[src/rtl/srv1_lsu_pkg.sv]
// Shared types and constants for the SRV1 load/store bus master.
package srv1_lsu_pkg;

    // Width of the ack timeout counter
    localparam int CNT_W = 8;

    typedef enum logic [1:0] {
        IDLE = 2'd0,
        BUSY = 2'd1,
        DONE = 2'd2
    } lsu_state_e;

    typedef enum logic [1:0] {
        FC_NONE    = 2'd0,
        FC_ALIGN   = 2'd1,
        FC_BUS     = 2'd2,
        FC_TIMEOUT = 2'd3
    } fault_cause_e;

    // RV32I funct3 encodings for loads and stores
    localparam logic [2:0] LB  = 3'd0;
    localparam logic [2:0] LH  = 3'd1;
    localparam logic [2:0] LW  = 3'd2;
    localparam logic [2:0] LBU = 3'd4;
    localparam logic [2:0] LHU = 3'd5;
    localparam logic [2:0] SB  = 3'd0;
    localparam logic [2:0] SH  = 3'd1;
    localparam logic [2:0] SW  = 3'd2;

    // Access size, taken from funct3[1:0]
    localparam logic [1:0] SZ_B = 2'd0;
    localparam logic [1:0] SZ_H = 2'd1;
    localparam logic [1:0] SZ_W = 2'd2;

    // Registered bus command, held stable for the whole transaction
    typedef struct packed {
        logic        we;
        logic [29:0] addr;
        logic [3:0]  be;
        logic [31:0] wdata;
    } bus_cmd_t;

    // Stores have no unsigned variants; loads have no unsigned word
    function automatic logic fn3_legal(input logic is_store, input logic [2:0] fn3);
        if (is_store)
            return fn3 inside {SB, SH, SW};
        return fn3 inside {LB, LH, LW, LBU, LHU};
    endfunction

endpackage

[src/rtl/output_adj.sv]
// Store data aligner and byte-enable generator; mirror of the load-side adjuster.
module output_adj
    import srv1_lsu_pkg::*;
(
    input  logic [31:0] data_in,
    input  logic [2:0]  fn3,
    input  logic [1:0]  addr_low,
    output logic [31:0] data_out,
    output logic [3:0]  be,
    output logic        misaligned
);

    // Signedness bit has no meaning on the store side
    logic unused_fn3_hi;
    assign unused_fn3_hi = fn3[2];

    // Replicate the operand across lanes and pick lanes from the address
    always_comb begin
        data_out   = data_in;
        be         = 4'b1111;
        misaligned = 1'b0;
        case (fn3[1:0])
            SZ_B: begin
                data_out = {4{data_in[7:0]}};
                be       = 4'b0001 << addr_low;
            end
            SZ_H: begin
                data_out   = {2{data_in[15:0]}};
                be         = addr_low[1] ? 4'b1100 : 4'b0011;
                misaligned = addr_low[0];
            end
            SZ_W: begin
                misaligned = |addr_low;
            end
            default: begin
                // size 3 does not exist in RV32I
                misaligned = 1'b1;
            end
        endcase
    end

endmodule

[src/rtl/lsu_bus_master.sv]
// Load/store bus master: validates the op, runs one req/ack transaction,
// stalls the pipeline meanwhile and strobes the result to writeback.
module lsu_bus_master
    import srv1_lsu_pkg::*;
#(
    parameter int TIMEOUT_CYCLES = 255
) (
    input  logic        clk,
    input  logic        rst_n,
    input  logic        req_valid,
    input  logic        req_store,
    input  logic [2:0]  fn3_in,
    input  logic [31:0] addr_in,
    input  logic [31:0] store_data_in,
    input  logic        flush,
    output logic        stall,
    output logic        done,
    output logic [31:0] load_data_out,
    output logic        fault,
    output logic [1:0]  fault_cause,
    output logic        bus_req,
    output logic        bus_we,
    output logic [29:0] bus_addr,
    output logic [3:0]  bus_be,
    output logic [31:0] bus_wdata,
    input  logic        bus_ack,
    input  logic        bus_err,
    input  logic [31:0] bus_rdata
);

    localparam logic [CNT_W-1:0] TMO_LAST = CNT_W'(TIMEOUT_CYCLES - 1);

    lsu_state_e       state;
    bus_cmd_t         cmd_q;
    logic             discard;
    logic [CNT_W-1:0] tmo_cnt;

    logic [31:0] adj_data;
    logic [3:0]  adj_be;
    logic        adj_mis;
    logic        op_bad;
    logic        accept;
    logic        killed;

    output_adj u_adj (
        .data_in    (store_data_in),
        .fn3        (fn3_in),
        .addr_low   (addr_in[1:0]),
        .data_out   (adj_data),
        .be         (adj_be),
        .misaligned (adj_mis)
    );

    assign op_bad = adj_mis | ~fn3_legal(req_store, fn3_in);
    assign accept = (state == IDLE) & req_valid & ~flush;
    // A flush arriving in the completing cycle still suppresses the result
    assign killed = discard | flush;

    assign bus_we    = cmd_q.we;
    assign bus_addr  = cmd_q.addr;
    assign bus_be    = cmd_q.be;
    assign bus_wdata = cmd_q.wdata;

    // Stall must answer req_valid/flush in the same cycle, so it is combinational
    always_comb begin
        stall = 1'b0;
        case (state)
            IDLE:    stall = req_valid & ~flush;
            // While discarding, only a newly arriving op is held off
            BUSY:    stall = killed ? (req_valid & ~flush) : 1'b1;
            default: stall = 1'b0;
        endcase
    end

    // Transaction FSM with registered bus and result outputs
    always_ff @(posedge clk or negedge rst_n) begin
        if (!rst_n) begin
            state         <= IDLE;
            cmd_q         <= '0;
            discard       <= 1'b0;
            tmo_cnt       <= '0;
            done          <= 1'b0;
            fault         <= 1'b0;
            fault_cause   <= FC_NONE;
            bus_req       <= 1'b0;
            load_data_out <= '0;
        end else begin
            done <= 1'b0;
            case (state)
                IDLE: begin
                    if (accept) begin
                        if (op_bad) begin
                            state       <= DONE;
                            done        <= 1'b1;
                            fault       <= 1'b1;
                            fault_cause <= FC_ALIGN;
                        end else begin
                            state       <= BUSY;
                            bus_req     <= 1'b1;
                            cmd_q.we    <= req_store;
                            cmd_q.addr  <= addr_in[31:2];
                            cmd_q.be    <= adj_be;
                            cmd_q.wdata <= req_store ? adj_data : 32'd0;
                            tmo_cnt     <= '0;
                            discard     <= 1'b0;
                        end
                    end
                end
                BUSY: begin
                    if (flush)
                        discard <= 1'b1;
                    // ack takes priority over a timeout expiring in the same cycle
                    if (bus_ack) begin
                        bus_req <= 1'b0;
                        discard <= 1'b0;
                        if (killed) begin
                            state <= IDLE;
                        end else begin
                            state       <= DONE;
                            done        <= 1'b1;
                            fault       <= bus_err;
                            fault_cause <= bus_err ? FC_BUS : FC_NONE;
                            if (!cmd_q.we)
                                load_data_out <= bus_rdata;
                        end
                    end else if (tmo_cnt == TMO_LAST) begin
                        bus_req <= 1'b0;
                        discard <= 1'b0;
                        if (killed) begin
                            state <= IDLE;
                        end else begin
                            state       <= DONE;
                            done        <= 1'b1;
                            fault       <= 1'b1;
                            fault_cause <= FC_TIMEOUT;
                        end
                    end else begin
                        tmo_cnt <= tmo_cnt + 1'b1;
                    end
                end
                DONE: begin
                    state       <= IDLE;
                    fault       <= 1'b0;
                    fault_cause <= FC_NONE;
                end
                default: state <= IDLE;
            endcase
        end
    end

endmodule

[config.mk]
export PLATFORM = sky130hd
export DESIGN_NAME = lsu_bus_master
export DESIGN_NICKNAME = d
export VERILOG_FILES = /design/src/rtl/srv1_lsu_pkg.sv /design/src/rtl/output_adj.sv /design/src/rtl/lsu_bus_master.sv
export SDC_FILE = /design/constraint.sdc
export NUM_CORES = 1
export LEC_CHECK = 0
export ABC_AREA = 1
export CAP_MARGIN = 20
export CORE_MARGIN = 2
export CORE_UTILIZATION = 41
export CTS_BUF_LIST = sky130_fd_sc_hd__clkbuf_8
export DETAILED_ROUTE_END_ITERATION = 10
export HOLD_SLACK_MARGIN = 0.12
export PLACE_DENSITY = 0.79
export SLEW_MARGIN = 20
export SYNTH_ARGS = -nofsm -noshare
export SYNTH_HDL_FRONTEND = slang
export SYNTH_SLANG_ARGS = --single-unit
[constraint.sdc]
create_clock -name clk -period 1.5 [get_ports clk]
set_clock_uncertainty 0.15 [all_clocks]
set_input_delay 0.375 -clock clk [delete_from_list [all_inputs] [get_ports clk]]
set_output_delay 0.375 -clock clk [all_outputs]
set_load 0.02 [all_outputs]
Word level (Yosys, flattened, before mapping)
Cells that the tools add are included.
{"block": "word_totals", "register_bits": 115, "output_inout_bits": 105, "word_cells": 109}
{"block": "classes", "addsub": 1, "n_eq_ne": 17, "shift": 1, "n_mux": 53, "bitwise_logic": 10, "reduce_logical": 15}
{"op": "$pmux 32 s2", "count": 1}
{"op": "$mux 32", "count": 1}
{"op": "$mux 8", "count": 4}
{"op": "$mux 1", "count": 24}
{"op": "$mux 2", "count": 12}
{"op": "$pmux 8 s2", "count": 1}
{"op": "$ne 2x2->1 const B", "count": 6}
{"op": "$reduce_and 4->1", "count": 3}
{"op": "$reduce_and 5->1", "count": 2}
{"op": "$add 8x1->8 const B", "count": 1}
{"op": "$eq 8x8->1 const B", "count": 1}
{"op": "$pmux 1 s2", "count": 4}
{"op": "$pmux 4 s2", "count": 1}
{"op": "$eq 3x3->1 const B", "count": 2}
{"op": "$pmux 1 s3", "count": 2}
{"op": "$pmux 2 s3", "count": 1}
{"op": "$reduce_bool 3->1", "count": 2}
{"op": "$not 1->1", "count": 5}
{"op": "$reduce_bool 5->1", "count": 1}
{"op": "$eq 2x1->1 const B", "count": 2}
{"op": "$eq 2x2->1 const B", "count": 2}
{"op": "$logic_not 2->1", "count": 2}
{"op": "$mux 4", "count": 1}
{"op": "$ne 4x4->1 const B", "count": 1}
{"op": "12 further kinds", "count": 15}

Longest topological paths before layout
{"block": "depth", "ltp_word": 9, "mapped_depth": 11}

Modules after synthesis
A second synthesis with hierarchy kept.
{"block": "unflattened", "cells_unflattened": 674, "area_unflattened_um2": 5356.4}
{"mod": "lsu_bus_master", "n_inst": 1, "cells_each": 571, "area_each_um2": 4890.9}
{"mod": "output_adj", "n_inst": 1, "cells_each": 103, "area_each_um2": 465.4}

Least setup slack after synthesis
OpenSTA, ideal clock, no wires.
{"block": "synth_path", "path_type": "register -> output", "startpoint": "register state[0]", "endpoint": "output port stall", "arrival_time_ns": 1.329, "required_time_ns": 0.975, "path_slack_ns": -0.354, "stages_incl_launch_ff": 5, "n_path_buf": 0, "path_cell_list": "dfrtp_1 -> inv_1 -> ha_1 -> nor2_1 -> o21ai_0"}
{"block": "synth_between", "elab_chain_len": 2}
{"element": "start: declaration", "line": "lsu_bus_master.sv:33", "rtl": "lsu_state_e state;"}
{"element": "start signal: assignment", "line": "lsu_bus_master.sv:78", "rtl": "state <= IDLE;"}
{"element": "start signal: assignment", "line": "lsu_bus_master.sv:93", "rtl": "state <= DONE;"}
{"element": "start signal: assignment", "line": "lsu_bus_master.sv:98", "rtl": "state <= BUSY;"}
{"element": "$eq 2x1->1 or $logic_not 2->1 (tied branches)", "line": "lsu_bus_master.sv:67", "rtl": "case (state)"}
{"element": "$pmux 1 s2 *", "line": "lsu_bus_master.sv:67"}
{"element": "end: declaration", "line": "lsu_bus_master.sv:16", "rtl": "output logic stall,"}
Every way passes the cells marked *; elsewhere a longest branch is shown, timed or not.

Worst setup path after layout
{"block": "layout_path", "startpoint": "register state[1]", "endpoint": "output port stall"}
The elaborated chain is that of the path after synthesis.

==> flow_summary.ini <==
[outcome]
outcome = finished, violations left
violations = negative setup slack

[cts]
cts_root_buf = clkbuf_8
cts_buffers = 17
cts_tree = done
cts_buffer_depth = 2
clk-insertion-delay-late_ps = 430
htreeDepth = 4
clkSlewWorstSetupHoldPaths_ps = 70
cts_sinks = 115

[placed_design]
dp_cells = 1004
preCtsSetupSlack_ps = -733.4
portBuffers = 210
routabilityCongestion = 0.8075
place.detailed.hpwl_mm = 11.55

[finish]
area_growth_pct = 73.44
fin_cells = 1086
layout.nets = 1012
drive_gt1_frac = 0.3468
n_antenna_cell = 0

[setup_path]
r2r_slack_ps = -470
cp.arrival_ps = 1450
r2r_end = load_data_out[19]$_DFFE_PN0P_
path_class = reg2out
critPathRequiredTime_ps = 970
rr_worst_depth = 7
reg2reg_from = state[0]$_DFFE_PN0P_
cp-end-kind = output port
crit_fanout = 4
critPathLaunchType = flop

[pwr]
powerDensity_nw_per_um2 = 1819
ir_drop_uv = 804.1
p_leak_nw = 4.606

[logic_synthesis]
netlist_instances = 602
yosysTopAreaCell = dfrtp_1
syn_area_um2 = 5286
yosys-top-cells-area = dfrtp_1 (54%), nand2_1 (14%), o21ai_0 (8.1%)
synth_warnings = 0
syn_area_per_cell_um2 = 8.781
yosysTopAreaCellShare = 0.5444
yosysUniqueCellTypes = 27
synth-seq-area-share = 0.5444
ys_ff_latch = 115
syn_nets = 713

[floorplanning]
num_rows = 41
chipHeight_um = 117.6
io_pins = 211
start_util = 0.4189
core_area_um2 = 12620
die_w_um = 117.6
dieArea_um2 = 13820

[timing]
min_period_ps = 1977
slew_headroom = 0.7479
finalMaxSlewViolations = 0
finalSetupViolCount = 141
period_share = 1.318
worst-slew-pin-transition_ps = 377.8
layout_setup_ws_ps = -477.3
fmaxAchievable_mhz = 505.7
hold_viol_final = 0
rsz0062_at_grt = yes

[grt]
antenna_found_initial = 0
use_met2 = 0.4470
grt_max_degree = 53
grtUsageMet3 = 0.07703
grt_pass1_wl_mm = 27.95
grt-busiest-layer = met2
met1_usage = 0.2975
grt_pass1_vias = 5545
track_usage = 0.2542
grt-ovfl-total = 0

[routing]
route.detailed.drc = 0
via_per_inst = 4.984
dr.pass1.iters = 7
wire_per_inst_um = 16.69
routed_wl_mm = 18.12
drtIter0Drc = 326
vias = 5413
ant_nets = 0

[job]
drv_cap = 0

[worst_hold_path]
hp-class = in2async
cells in the final DEF (no fill, tap or decap), types with 5 or more instances in the layout:
| cell type | netlist | final |
|---|---|---|
| nand3_1 | 30 | 28 |
| a21oi_1 | 9 | 9 |
| clkbuf_8 | 0 | 18 |
| nand2_2 | 2 | 14 |
| clkdlybuf4s50_1 | 0 | 103 |
| nor3_1 | 9 | 8 |
| nand2_1 | 196 | 181 |
| dfrtp_1 | 115 | 115 |
| clkinvlp_4 | 0 | 5 |
| nor2_4 | 2 | 6 |
| o21ai_1 | 0 | 56 |
| inv_1 | 34 | 29 |
| o21ai_2 | 1 | 9 |
| buf_6 | 3 | 116 |
| nand4_1 | 8 | 8 |
| o21ai_0 | 86 | 22 |
| buf_4 | 0 | 80 |
| buf_12 | 0 | 7 |
| mux2_2 | 27 | 24 |
| inv_2 | 3 | 6 |
| nor2_1 | 29 | 23 |
synth_stat cells:
master / count
a21oi_1: 9
nand3_2: 1
nor3_1: 9
xnor2_1: 2
inv_1: 34
ha_1: 5
nor2_2: 1
mux2_1: 5
mux2_2: 27
clkbuf_1: 17
nand3_1: 30
nand2_2: 2
clkinv_1: 1
inv_2: 3
o21ai_0: 86
xor2_1: 2
dfrtp_1: 115
nor2_4: 2
o21ai_2: 1
nand2_1: 196
buf_6: 3
o21bai_1: 1
clkbuf_2: 1
nand3_4: 1
nand4_1: 8
buf_2: 11
nor2_1: 29
repair_timing:
action / 4_1_cts / 5_1_grt
pin swaps: 17 / 14
setup buffers: 28 / 20
setup endpoints to repair: 220 / 220
gates resized for setup: 713 / 39
hold buffers: 1 / 0
cloned: 3 / 0
hold endpoints to repair: 115 / 0
flip-flops by register name, summed over array words and instances (netlist names):
name	count
bus_be	4
fault_cause	2
bus_we	1
bus_wdata	32
fault	1
tmo_cnt	8
bus_req	1
bus_addr	30
load_data_out	32
state	2
discard	1
done	1
where the power goes:
part / switching [mW] / leakage (nW) / total [mW] / internal (mW)
clock network: 1.39 / 0.198 / 3.10 / 1.70
registers: 0.959 / 1.51 / 5.32 / 4.36
logic: 3.93 / 2.90 / 8.27 / 4.33
total: 6.29 / 4.61 / 16.7 / 10.4
per-layer routing:
metal / up-vias / routed length (um)
li1: 2559 / -
met1: 2581 / 6988
met2: 248 / 9369
met3: 25 / 1503
met4: 0 / 259
met5: - / 0
worst max-delay path by stage:
stage | depth (start not counted) | slack [ps] | to | startpoint
6_report | 5 | -480 | stall | state[1]$_DFFE_PN0P_
5_1_grt | 5 | -530 | stall | state[1]$_DFFE_PN0P_
4_1_cts | 5 | -450 | stall | state[1]$_DFFE_PN0P_
3_5_place_dp | 5 | -730 | stall | flush
3_3_place_gp | 5 | -730 | stall | flush
2_1_floorplan | 6 | -190 | load_data_out[13]$_DFFE_PN0P_ | state[1]$_DFFE_PN0P_
stage by stage:
stage | area (um2) | hold slack [ps] | TNS [ps] | util | total power, mW
detailed placement | 7926 | 69.67 | -69130 | 0.6281 | 11.79
floorplan | 5334 | -70.59 | -9597 | - | 8.123
CTS | 8902 | 169.7 | -28710 | 0.7054 | 16.08
finish | 9169 | 186.8 | -35520 | 0.7266 | 16.68
global route | 9169 | 180.7 | -44850 | 0.7266 | 17.50
global placement | 7926 | 65.79 | -66030 | 0.6281 | 11.59
logic make-up (layout without fill, tap and decap cells):
| group | after synthesis | after routing | synth area share |
|---|---|---|---|
| buf+inv | 70 | 382 | 0.05680 |
| simple gates | 279 | 279 | 0.2192 |
| xor+xnor | 4 | 4 | 0.006628 |
| flops | 115 | 115 | 0.5444 |
| mux | 32 | 32 | 0.06816 |
| fa+ha+maj | 5 | 5 | 0.01183 |
| compound gates | 97 | 97 | 0.09302 |
layout make-up:
type | instances | area [um2]
Sequential cell | 115 | 2878
Multi-Input combinational cell | 417 | 2303
Fill cell | 907 | 3451
Clock buffer | 18 | 247.7
Timing Repair Buffer | 312 | 3198
Tap cell | 172 | 215.2
Clock inverter | 14 | 176.4
Inverter | 38 | 150.1
worst max-delay path: stages (launching register included):
cell	delay, ps
dfrtp_1	420
inv_2	130
ha_4	180
nor2_4	40
o21ai_2	120
buf_6	130
(Power assumes the default switching activity.)
